### src/rtl/spi_req_arbiter_pkg.sv
// spi_pkg: shared FSM states, requester count and default chip-select timing
package spi_pkg;
  localparam int N_REQ = 4;
  localparam int DEF_CS_SETUP = 2;
  localparam int DEF_CS_HOLD = 2;
  localparam int DEF_CS_GAP = 1;
  localparam int DEF_TIMEOUT = 64;
  localparam int CNT_W = 16;
  typedef enum logic [2:0] {IDLE, SETUP, START, WAIT, HOLD, GAP} state_t;
endpackage

### src/rtl/spi_req_arbiter_if.sv
// spi_req_arbiter_if: requester handshake, response and SPI engine bus
// ports: req_valid/req_data/req_ready, rsp_valid/rsp_data/rsp_err, eng_start/eng_tx/eng_done/eng_rx, ss_n, busy
interface spi_req_arbiter_if #(parameter int N = spi_pkg::N_REQ);
  logic [N-1:0] req_valid, req_ready, rsp_valid, ss_n;
  logic [8*N-1:0] req_data;
  logic [7:0] rsp_data, eng_tx, eng_rx;
  logic rsp_err, eng_start, eng_done, busy;
  modport slave(input req_valid, req_data, eng_done, eng_rx, output req_ready, rsp_valid, rsp_data, rsp_err, eng_start, eng_tx, ss_n, busy);
  modport master(output req_valid, req_data, eng_done, eng_rx, input req_ready, rsp_valid, rsp_data, rsp_err, eng_start, eng_tx, ss_n, busy);
endinterface

### src/rtl/spi_req_arbiter_rr.sv
// rr_arbiter: round-robin pick of the first request at or after the pointer
// ports: clk, rst, req_i, accept_i (advance pointer past grant), gnt_o one-hot, idx_o binary, any_o
module rr_arbiter import spi_pkg::*; #(
  parameter int N = N_REQ,
  parameter int W = $clog2(N)
) (
  input  logic         clk,
  input  logic         rst,
  input  logic [N-1:0] req_i,
  input  logic         accept_i,
  output logic [N-1:0] gnt_o,
  output logic [W-1:0] idx_o,
  output logic         any_o
);
  logic [W-1:0] ptr_q, ptr_d, j;
  // scanned from the far end so the nearest request to the pointer is written last
  always_comb begin
    idx_o = '0;
    any_o = 1'b0;
    j = '0;
    for (int i = N - 1; i >= 0; i--) begin
      j = W'((int'(ptr_q) + i) % N);
      if (req_i[j]) begin
        idx_o = j;
        any_o = 1'b1;
      end
    end
    gnt_o = any_o ? N'(1) << idx_o : '0;
  end
  assign ptr_d = accept_i ? (idx_o == W'(N - 1) ? '0 : idx_o + 1'b1) : ptr_q;
  always_ff @(posedge clk)
    if (rst) ptr_q <= '0;
    else ptr_q <= ptr_d;
endmodule

### src/rtl/spi_req_arbiter.sv
// spi_req_arbiter: round-robin SPI transaction scheduler with chip-select sequencing and timeout
// ports: clk, rst (sync, active high), bus (slave modport of spi_req_arbiter_if)
module spi_req_arbiter import spi_pkg::*; #(
  parameter int N_REQ = spi_pkg::N_REQ,
  parameter int CS_SETUP = DEF_CS_SETUP,
  parameter int CS_HOLD = DEF_CS_HOLD,
  parameter int CS_GAP = DEF_CS_GAP,
  parameter int TIMEOUT = DEF_TIMEOUT
) (
  input logic clk,
  input logic rst,
  spi_req_arbiter_if.slave bus
);
  localparam int W = $clog2(N_REQ);
  state_t state_q, state_d;
  logic [CNT_W-1:0] cnt_q, cnt_d;
  logic [W-1:0] g_q, g_d, idx;
  logic [7:0] tx_q, tx_d, rx_q, rx_d;
  logic err_q, err_d;
  logic [N_REQ-1:0] gnt;
  logic req_any, accept, first_hold;
  rr_arbiter #(.N(N_REQ), .W(W)) u_arb (
    .clk(clk), .rst(rst), .req_i(bus.req_valid), .accept_i(accept),
    .gnt_o(gnt), .idx_o(idx), .any_o(req_any)
  );
  assign accept = state_q == IDLE && req_any;
  // the shared counter is reloaded to CS_HOLD-1 on entry, so this marks the first HOLD cycle
  assign first_hold = state_q == HOLD && cnt_q == CNT_W'(CS_HOLD - 1);
  assign bus.req_ready = accept ? gnt : '0;
  assign bus.ss_n = state_q inside {SETUP, START, WAIT, HOLD} ? ~(N_REQ'(1) << g_q) : '1;
  assign bus.rsp_valid = first_hold ? N_REQ'(1) << g_q : '0;
  assign bus.rsp_data = rx_q;
  assign bus.rsp_err = first_hold & err_q;
  assign bus.eng_start = state_q == START;
  assign bus.eng_tx = tx_q;
  assign bus.busy = state_q != IDLE;
  always_comb begin
    state_d = state_q;
    cnt_d = cnt_q - 1'b1;
    g_d = g_q;
    tx_d = tx_q;
    rx_d = rx_q;
    err_d = err_q;
    case (state_q)
      IDLE: if (req_any) begin
        state_d = SETUP;
        cnt_d = CNT_W'(CS_SETUP - 1);
        g_d = idx;
        tx_d = bus.req_data[{idx, 3'b000} +: 8];
      end
      SETUP: if (cnt_q == '0) state_d = START;
      START: begin
        state_d = WAIT;
        cnt_d = CNT_W'(TIMEOUT - 1);
      end
      // a completion on the last allowed cycle still wins over the timeout
      WAIT: if (bus.eng_done || cnt_q == '0) begin
        state_d = HOLD;
        cnt_d = CNT_W'(CS_HOLD - 1);
        rx_d = bus.eng_done ? bus.eng_rx : 8'h00;
        err_d = !bus.eng_done;
      end
      HOLD: if (cnt_q == '0) begin
        state_d = GAP;
        cnt_d = CNT_W'(CS_GAP - 1);
      end
      GAP: if (cnt_q == '0) state_d = IDLE;
      default: state_d = IDLE;
    endcase
  end
  always_ff @(posedge clk)
    if (rst) begin
      state_q <= IDLE;
      cnt_q <= '0;
      g_q <= '0;
      tx_q <= '0;
      rx_q <= '0;
      err_q <= 1'b0;
    end else begin
      state_q <= state_d;
      cnt_q <= cnt_d;
      g_q <= g_d;
      tx_q <= tx_d;
      rx_q <= rx_d;
      err_q <= err_d;
    end
endmodule

### src/flat_wrapper.sv
// flat-port wrapper written by rule: the top's interface ports become plain ports
module spi_req_arbiter_flat import spi_pkg::*;
#(
  parameter int N_REQ = spi_pkg::N_REQ,
  parameter int CS_SETUP = DEF_CS_SETUP,
  parameter int CS_HOLD = DEF_CS_HOLD,
  parameter int CS_GAP = DEF_CS_GAP,
  parameter int TIMEOUT = DEF_TIMEOUT
)
  (clk, rst, bus_req_valid, bus_req_data, bus_eng_done, bus_eng_rx, bus_req_ready, bus_rsp_valid, bus_rsp_data, bus_rsp_err, bus_eng_start, bus_eng_tx, bus_ss_n, bus_busy);
  spi_req_arbiter_if #(.N((4))) bus_i ();
  input logic clk;
  input logic rst;
  input wire logic [$bits(bus_i.req_valid)-1:0] bus_req_valid;
  input wire logic [$bits(bus_i.req_data)-1:0] bus_req_data;
  input wire logic [$bits(bus_i.eng_done)-1:0] bus_eng_done;
  input wire logic [$bits(bus_i.eng_rx)-1:0] bus_eng_rx;
  output wire logic [$bits(bus_i.req_ready)-1:0] bus_req_ready;
  output wire logic [$bits(bus_i.rsp_valid)-1:0] bus_rsp_valid;
  output wire logic [$bits(bus_i.rsp_data)-1:0] bus_rsp_data;
  output wire logic [$bits(bus_i.rsp_err)-1:0] bus_rsp_err;
  output wire logic [$bits(bus_i.eng_start)-1:0] bus_eng_start;
  output wire logic [$bits(bus_i.eng_tx)-1:0] bus_eng_tx;
  output wire logic [$bits(bus_i.ss_n)-1:0] bus_ss_n;
  output wire logic [$bits(bus_i.busy)-1:0] bus_busy;
  assign bus_i.req_valid = bus_req_valid;
  assign bus_i.req_data = bus_req_data;
  assign bus_i.eng_done = bus_eng_done;
  assign bus_i.eng_rx = bus_eng_rx;
  assign bus_req_ready = bus_i.req_ready;
  assign bus_rsp_valid = bus_i.rsp_valid;
  assign bus_rsp_data = bus_i.rsp_data;
  assign bus_rsp_err = bus_i.rsp_err;
  assign bus_eng_start = bus_i.eng_start;
  assign bus_eng_tx = bus_i.eng_tx;
  assign bus_ss_n = bus_i.ss_n;
  assign bus_busy = bus_i.busy;
  spi_req_arbiter #(.N_REQ(N_REQ), .CS_SETUP(CS_SETUP), .CS_HOLD(CS_HOLD), .CS_GAP(CS_GAP), .TIMEOUT(TIMEOUT)) u_core (.clk(clk), .rst(rst), .bus(bus_i));
endmodule
### config.mk
export PLATFORM = sky130hd
export DESIGN_NAME = spi_req_arbiter_flat
export DESIGN_NICKNAME = d
export VERILOG_FILES = /design/src/rtl/spi_req_arbiter_pkg.sv /design/src/rtl/spi_req_arbiter_if.sv /design/src/rtl/spi_req_arbiter_rr.sv /design/src/rtl/spi_req_arbiter.sv /design/src/flat_wrapper.sv
export SDC_FILE = /design/constraint.sdc
export NUM_CORES = 1
export LEC_CHECK = 0
export ABC_CLOCK_PERIOD_IN_PS = 2500
export BUFFER_PORTS_ARGS = -buffer_cell sky130_fd_sc_hd__clkbuf_2
export CELL_PAD_IN_SITES_DETAIL_PLACEMENT = 2
export CELL_PAD_IN_SITES_GLOBAL_PLACEMENT = 2
export CORE_MARGIN = 4
export CORE_UTILIZATION = 28
export CTS_CLUSTER_SIZE = 30
export DETAILED_ROUTE_END_ITERATION = 7
export GPL_TIMING_DRIVEN = 0
export PLACE_DENSITY_LB_ADDON = 0.1
export SETUP_SLACK_MARGIN = 0.3
export SLEW_MARGIN = 20
export SYNTH_ARGS = -nofsm -noshare
export SYNTH_HDL_FRONTEND = slang
export SYNTH_SLANG_ARGS = --single-unit
### constraint.sdc
create_clock -name clk -period 2.5 [get_ports clk]
set_input_delay 0.375 -clock clk [delete_from_list [all_inputs] [get_ports clk]]
set_output_delay 0.375 -clock clk [all_outputs]
set_load 0.05 [all_outputs]
# ---- Word-level counts from Yosys, hierarchy flattened
# Index checks and enable logic that the tools add are counted.
dict set report word_totals {
  inputBits 47
  out_inout_bits 31
  register_bits 40
  wordCells 76
}
dict set report classes {
  n_lt_le_gt_ge 4
  n_shift 3
  n_addsub 5
  n_mux 32
  reduce_logical 11
  n_bitwise 2
  n_eq_ne 12
}
# op count
set ops {}
lappend ops {{$pmux 16 s4} 1}
lappend ops {{$mux 16} 3}
lappend ops {{$shiftx 32x6->8} 1}
lappend ops {{$pmux 3 s6} 1}
lappend ops {{$eq 16x1->1 const B} 1}
lappend ops {{$logic_not 16->1} 1}
lappend ops {{$mux 4} 4}
lappend ops {{$sub 16x1->16 const B} 1}
lappend ops {{$mux 3} 5}
lappend ops {{$lt 2x3->1 const B} 4}
lappend ops {{$mux 2} 5}
lappend ops {{$bmux 1 s2} 4}
lappend ops {{$mux 1} 8}
lappend ops {{$mux 8} 1}
lappend ops {{$shl 1x2->4 const A} 2}
lappend ops {{$eq 3x2->1 const B} 2}
lappend ops {{$eq 3x3->1 const B} 2}
lappend ops {{$ne 2x2->1 const B} 3}
lappend ops {{$reduce_and 5->1} 1}
lappend ops {{$add 2x1->2 const B} 2}
lappend ops {{$add 2x2->2 const B} 2}
lappend ops {{$ne 2x1->1 const B} 2}
lappend ops {{$not 4->4} 1}
lappend ops {{$reduce_and 2->1} 2}
lappend ops {{9 further kinds} 10}

# ---- Depth between registers and ports, before layout
dict set report depth {
  word_depth 10
  ltp_mapped 8
  mapped_depth_nobuf 8
}

# ---- Cells and area by module
# Synthesis repeated with hierarchy kept, for this count alone.
dict set report unflattened {
  cells_unflattened 269
  hier_area_um2 2339.7
}
# module cells_per_inst seq_area_each_um2 area_per_inst_um2 instances
set by_module_without_submodules {}
lappend by_module_without_submodules {spi_req_arbiter 239 760.7 2057.0 1}
lappend by_module_without_submodules {rr_arbiter 30 40.0 282.8 1}

# ---- Least setup slack after synthesis
# No wires, ideal clock.
dict set report synth_path {
  path_kind {register -> output}
  start {register u_core.cnt_q[8]}
  end {output bus_rsp_valid[1]}
  path_slack_ns -0.368
  arrival_time_ns 2.493
  path_stages_with_launch 5
  required_ns 2.125
  path_buffers 0
  cell_sequence {dfxtp_1 -> or4_4 -> nor3_4 -> nand3_1 -> nor3b_1}
}
dict set report synth_via {
  elab_chain_cells 3
}
# item line_no
set synth_rtl {}
lappend synth_rtl {{from (decl)} spi_req_arbiter.sv:16} ;# logic [CNT_W-1:0] cnt_q, cnt_d;
lappend synth_rtl {{from (signal assigned)} spi_req_arbiter.sv:81} ;# cnt_q <= cnt_d;
lappend synth_rtl {{$eq 16x1->1} spi_req_arbiter.sv:28} ;# assign first_hold = state_q == HOLD && cnt_q == CNT_W'(CS_HOLD - 1);
lappend synth_rtl {{$logic_and 1x1->1} spi_req_arbiter.sv:28}
lappend synth_rtl {{$mux 4} spi_req_arbiter.sv:31} ;# assign bus.rsp_valid = first_hold ? N_REQ'(1) << g_q : '0;
lappend synth_rtl {{to (decl)} flat_wrapper.sv:19} ;# output wire logic [$bits(bus_i.rsp_valid)-1:0] bus_rsp_valid;
# No other way between the ends.

# ---- Final worst setup path
dict set report layout_path {
  start {register u_core.cnt_q[11]}
  end {output bus_rsp_valid[1]}
}
# Same word-level chain as after synthesis.

==> key figures <==
Yosys
  • Xor-xnor portion of the synthesized cell area: 5.619%
  • Largest cells by area after synthesis: dfxtp_1, mux2i_1, nor2_1
  • Post-Synthesis Cells: 246
  • Mux cell area share after synthesis: 7.798%
  • Synth Area in Compound Gates: approximately 16%
  • Register area share after synthesis: 36.70%
  • Adder-Cell Fraction of Synth Area: 4.014%
  • Fraction of registers with async set/reset: 0%
  • Largest family of logic cells by synthesized area: simple AND/OR/NAND/NOR gates
  • Main flop type after synthesis: dfxtp_1
  • Synth Cell Area: 2182 µm²
  • Yosys reg bits: 40
  • Post-synth top area cell: dfxtp_1
  • Avg Inst Size Synth: 8.870 µm²
  • Synth top area share: 36.70%
  • Synth unique cells: 47
  • Number of synthesized flops with an enable pin: 0
  • Yosys warnings: 0
  • Syn nets: 300
  • Simple logic cell fraction of the synthesized area: 24.20%

Finish
  • Syn-to-layout area delta: 51.38%
  • Fraction of layout cells with a size suffix above 1: 43.02%
  • Area occupied by registers: 813.3 µm²
  • # nets final: 405
  • Footprint of the multi-input gates: roughly 1400 µm²
  • Design area: 3303 µm²
  • Antenna cell count: 0
  • Fillers: approximately 820

Worst setup path
  • Worst Path Buf+Inv: 1
  • Peak fanout along the critical path: 5
  • Worst Setup End Kind: output port
  • Critical Path Start Type: register
  • Cells on worst reg2reg path: 9
  • Critical Path Stages: 5
  • CP top delay family: simple AND/OR/NAND/NOR gates
  • Worst path arrival time: 1980 ps
  • CP Class: reg2out
  • Slowest cell on the critical path: or4_4
  • Critical Path, Cell by Cell: or4_4, nor3_4, nand3_4, nor3b_4, buf_8
  • Slowest stage delay, CP: ~560 ps
  • Critical Path RT: 2120 ps

Die
  • Site Rows: 31
  • Top Ports: 78
  • Core area: 7408 µm²
  • Die Width: 96.28 µm
  • Die height: 96.28 µm
  • Total Die Area: 9270 µm²
  • Starting density of the core: 29.45%

STA
  • Crit path time final: 2358 ps
  • Final setup fails: 0
  • Final setup TNS: 0 ps
  • Worst Skew: 5.250 ps
  • Worst slew pin tran: around 530 ps
  • Crit share post-route: between 90% and 100%
  • Count of final hold-check violations: 0
  • RSZ-0062 raised after global routing: yes
  • Slew headroom: 64.37%
  • Final Max Tran Viols: 0
  • Maximum clock frequency: around 420 MHz
  • WHS: 279.7 ps

Job
  • Total of max-cap violations: 0

Clocking
  • Clock Latency Late Sink: approximately 300 ps
  • Clk sinks: 40
  • Clock tree buffer depth: 2
  • CTS tree: built
  • Num CTS Buffers: 5
  • Clock root cell: clkbuf_8
  • H-tree Lvls: 2
  • Clk pin slew, worst setup/hold paths: 80 ps
  • CTS Hold Bufs: 0

Route
  • Avg WL per Cell: 18.11 µm
  • Via count: 2,226
  • Drt drc: 0
  • 1st-iter DRT viols: 65
  • Vias/cell: 4.947
  • Routed Antenna Nets: 0
  • Drt pass-1 iters: 4
  • Total wire length: between 8000 and 9000 µm

Global routing
  • Largest net degree at the start of global routing: 13
  • Initial antenna violation count: 0
  • First-pass GRT wire length: 12,040 µm
  • GRT Total Usage: 16.85%
  • Grt ovf: 0
  • Vias in the first global route: 2,362

Outcome
  • Status: finished, final reports clean

Place
  • Gpl congestion: about 0.75
  • Port Buffers: 77
  • Detail Placement HPWL: 5469 µm
  • DP Area: ~2700 µm²

Pwr
  • Peak VDD IR: 0.5193 mV
  • PnR Total Power: 5.262 mW
  • Pwr per Cell Area: 1593 nW/µm²
  • Pleak: 1.484 nW

Hold path
  • Hold Crit Depth: 2
  • Hold/Removal Path Class: in2reg
-- sequential cells by signal, indices dropped and copies added, names as in the netlist --
name                 flops
u_core.u_arb.ptr_q       2
u_core.err_q             1
u_core.cnt_q            16
u_core.g_q               2
u_core.state_q           3
u_core.bus.eng_tx        8
u_core.bus.rsp_data      8
-- final cells by class --
| type | instances | share of cell area, % |
|---|---|---|
| multi-input cells | 182 | 43.48 |
| flip-flops and latches | 40 | 24.62 |
| repair buffers | 98 | 19.85 |
| well taps | 99 | 3.750 |
| plain buffers | 15 | 3.295 |
| clock buffers | 5 | 2.083 |
| clock inverters | 2 | 1.818 |
| inverters | 9 | 1.098 |
-- layer usage --
layer | GRT usage [%] | wire length [µm] | vias up
met3 | 4.144 | 333 | 10
met1 | 20.19 | 3433 | 1084
met5 | 0 | 0 | -
met2 | 29.84 | 4286 | 47
li1 | - | - | 1085
met4 | 4.265 | 98 | 0
-- final timing paths --
| check | start | to | slack (ps) |
|---|---|---|---|
| hold / removal | bus_eng_rx[2] | u_core.bus.rsp_data[2] | 280 |
| setup reg to reg | u_core.cnt_q[11] | u_core.cnt_q[5] | 350 |
| setup / recovery | u_core.cnt_q[11] | bus_rsp_valid[1] | 140 |
| hold reg to reg | u_core.bus.rsp_data[0] | u_core.bus.rsp_data[0] | 490 |
-- kinds of logic (layout without fill, tap and decap cells) --
family | Yosys count | after routing
AND/OR/NAND/NOR | 94 | 94
AO/OA/AOI/OAI | 50 | 50
flip-flops | 40 | 40
buffers and inverters | 24 | 129
multiplexers | 17 | 17
XOR/XNOR | 14 | 14
adder cells (fa/ha/maj) | 7 | 7
-- synth_stat cells, types with 2 or more instances --
cell type  count
buf_6          2
and2_1         5
nand3b_1      14
xor2_1         8
nor3_1         4
ha_1           7
a22o_1         8
a21oi_1       15
o22ai_1        2
buf_2          7
o21ai_0        4
nand4_1        2
buf_4          2
inv_1          9
o221ai_1       9
a211oi_1       3
nor3b_1        3
mux2i_1       17
nand2_1       14
nand2b_1       2
nor2_1        30
clkbuf_1       4
or3_1          2
nand3_1        6
dfxtp_1       40
xnor2_1        6
-- per-stage QoR --
step	setup WS (ps)	util [%]	cells
after floorplan	289.2	-	246
after global placement	58.04	37.02	422
after detailed placement	-0.5518	37.02	422
after CTS	56.38	41.92	439
after global routing	67.38	44.59	450
final	142.1	44.59	450
-- cell usage in the layout (no fill, tap or decap), types with 7 or more instances in the layout --
cell type | netlist | final
a21oi_1 | 15 | 15
a22o_1 | 8 | 8
buf_4 | 2 | 20
buf_6 | 2 | 7
clkbuf_2 | 0 | 68
dfxtp_1 | 40 | 34
inv_1 | 9 | 7
mux2i_1 | 17 | 16
nand2_1 | 14 | 14
nand3b_1 | 14 | 14
nor2_1 | 30 | 27
o221ai_1 | 9 | 8
xor2_1 | 8 | 8
-- report_power, final --
part,switching (mW),internal [mW]
Clock,0.239,0.393
Combinational,1.98,1.54
Sequential,0.228,0.886
Total,2.44,2.82
-- timing repair --
item,in CTS,in global routing
pin swaps,7,10
gates resized for setup,43,27
gates cloned,0,1
endpoints found under the setup margin,15,32
setup buffers,10,10
Note: power is estimated with default switching activity, not from simulation.
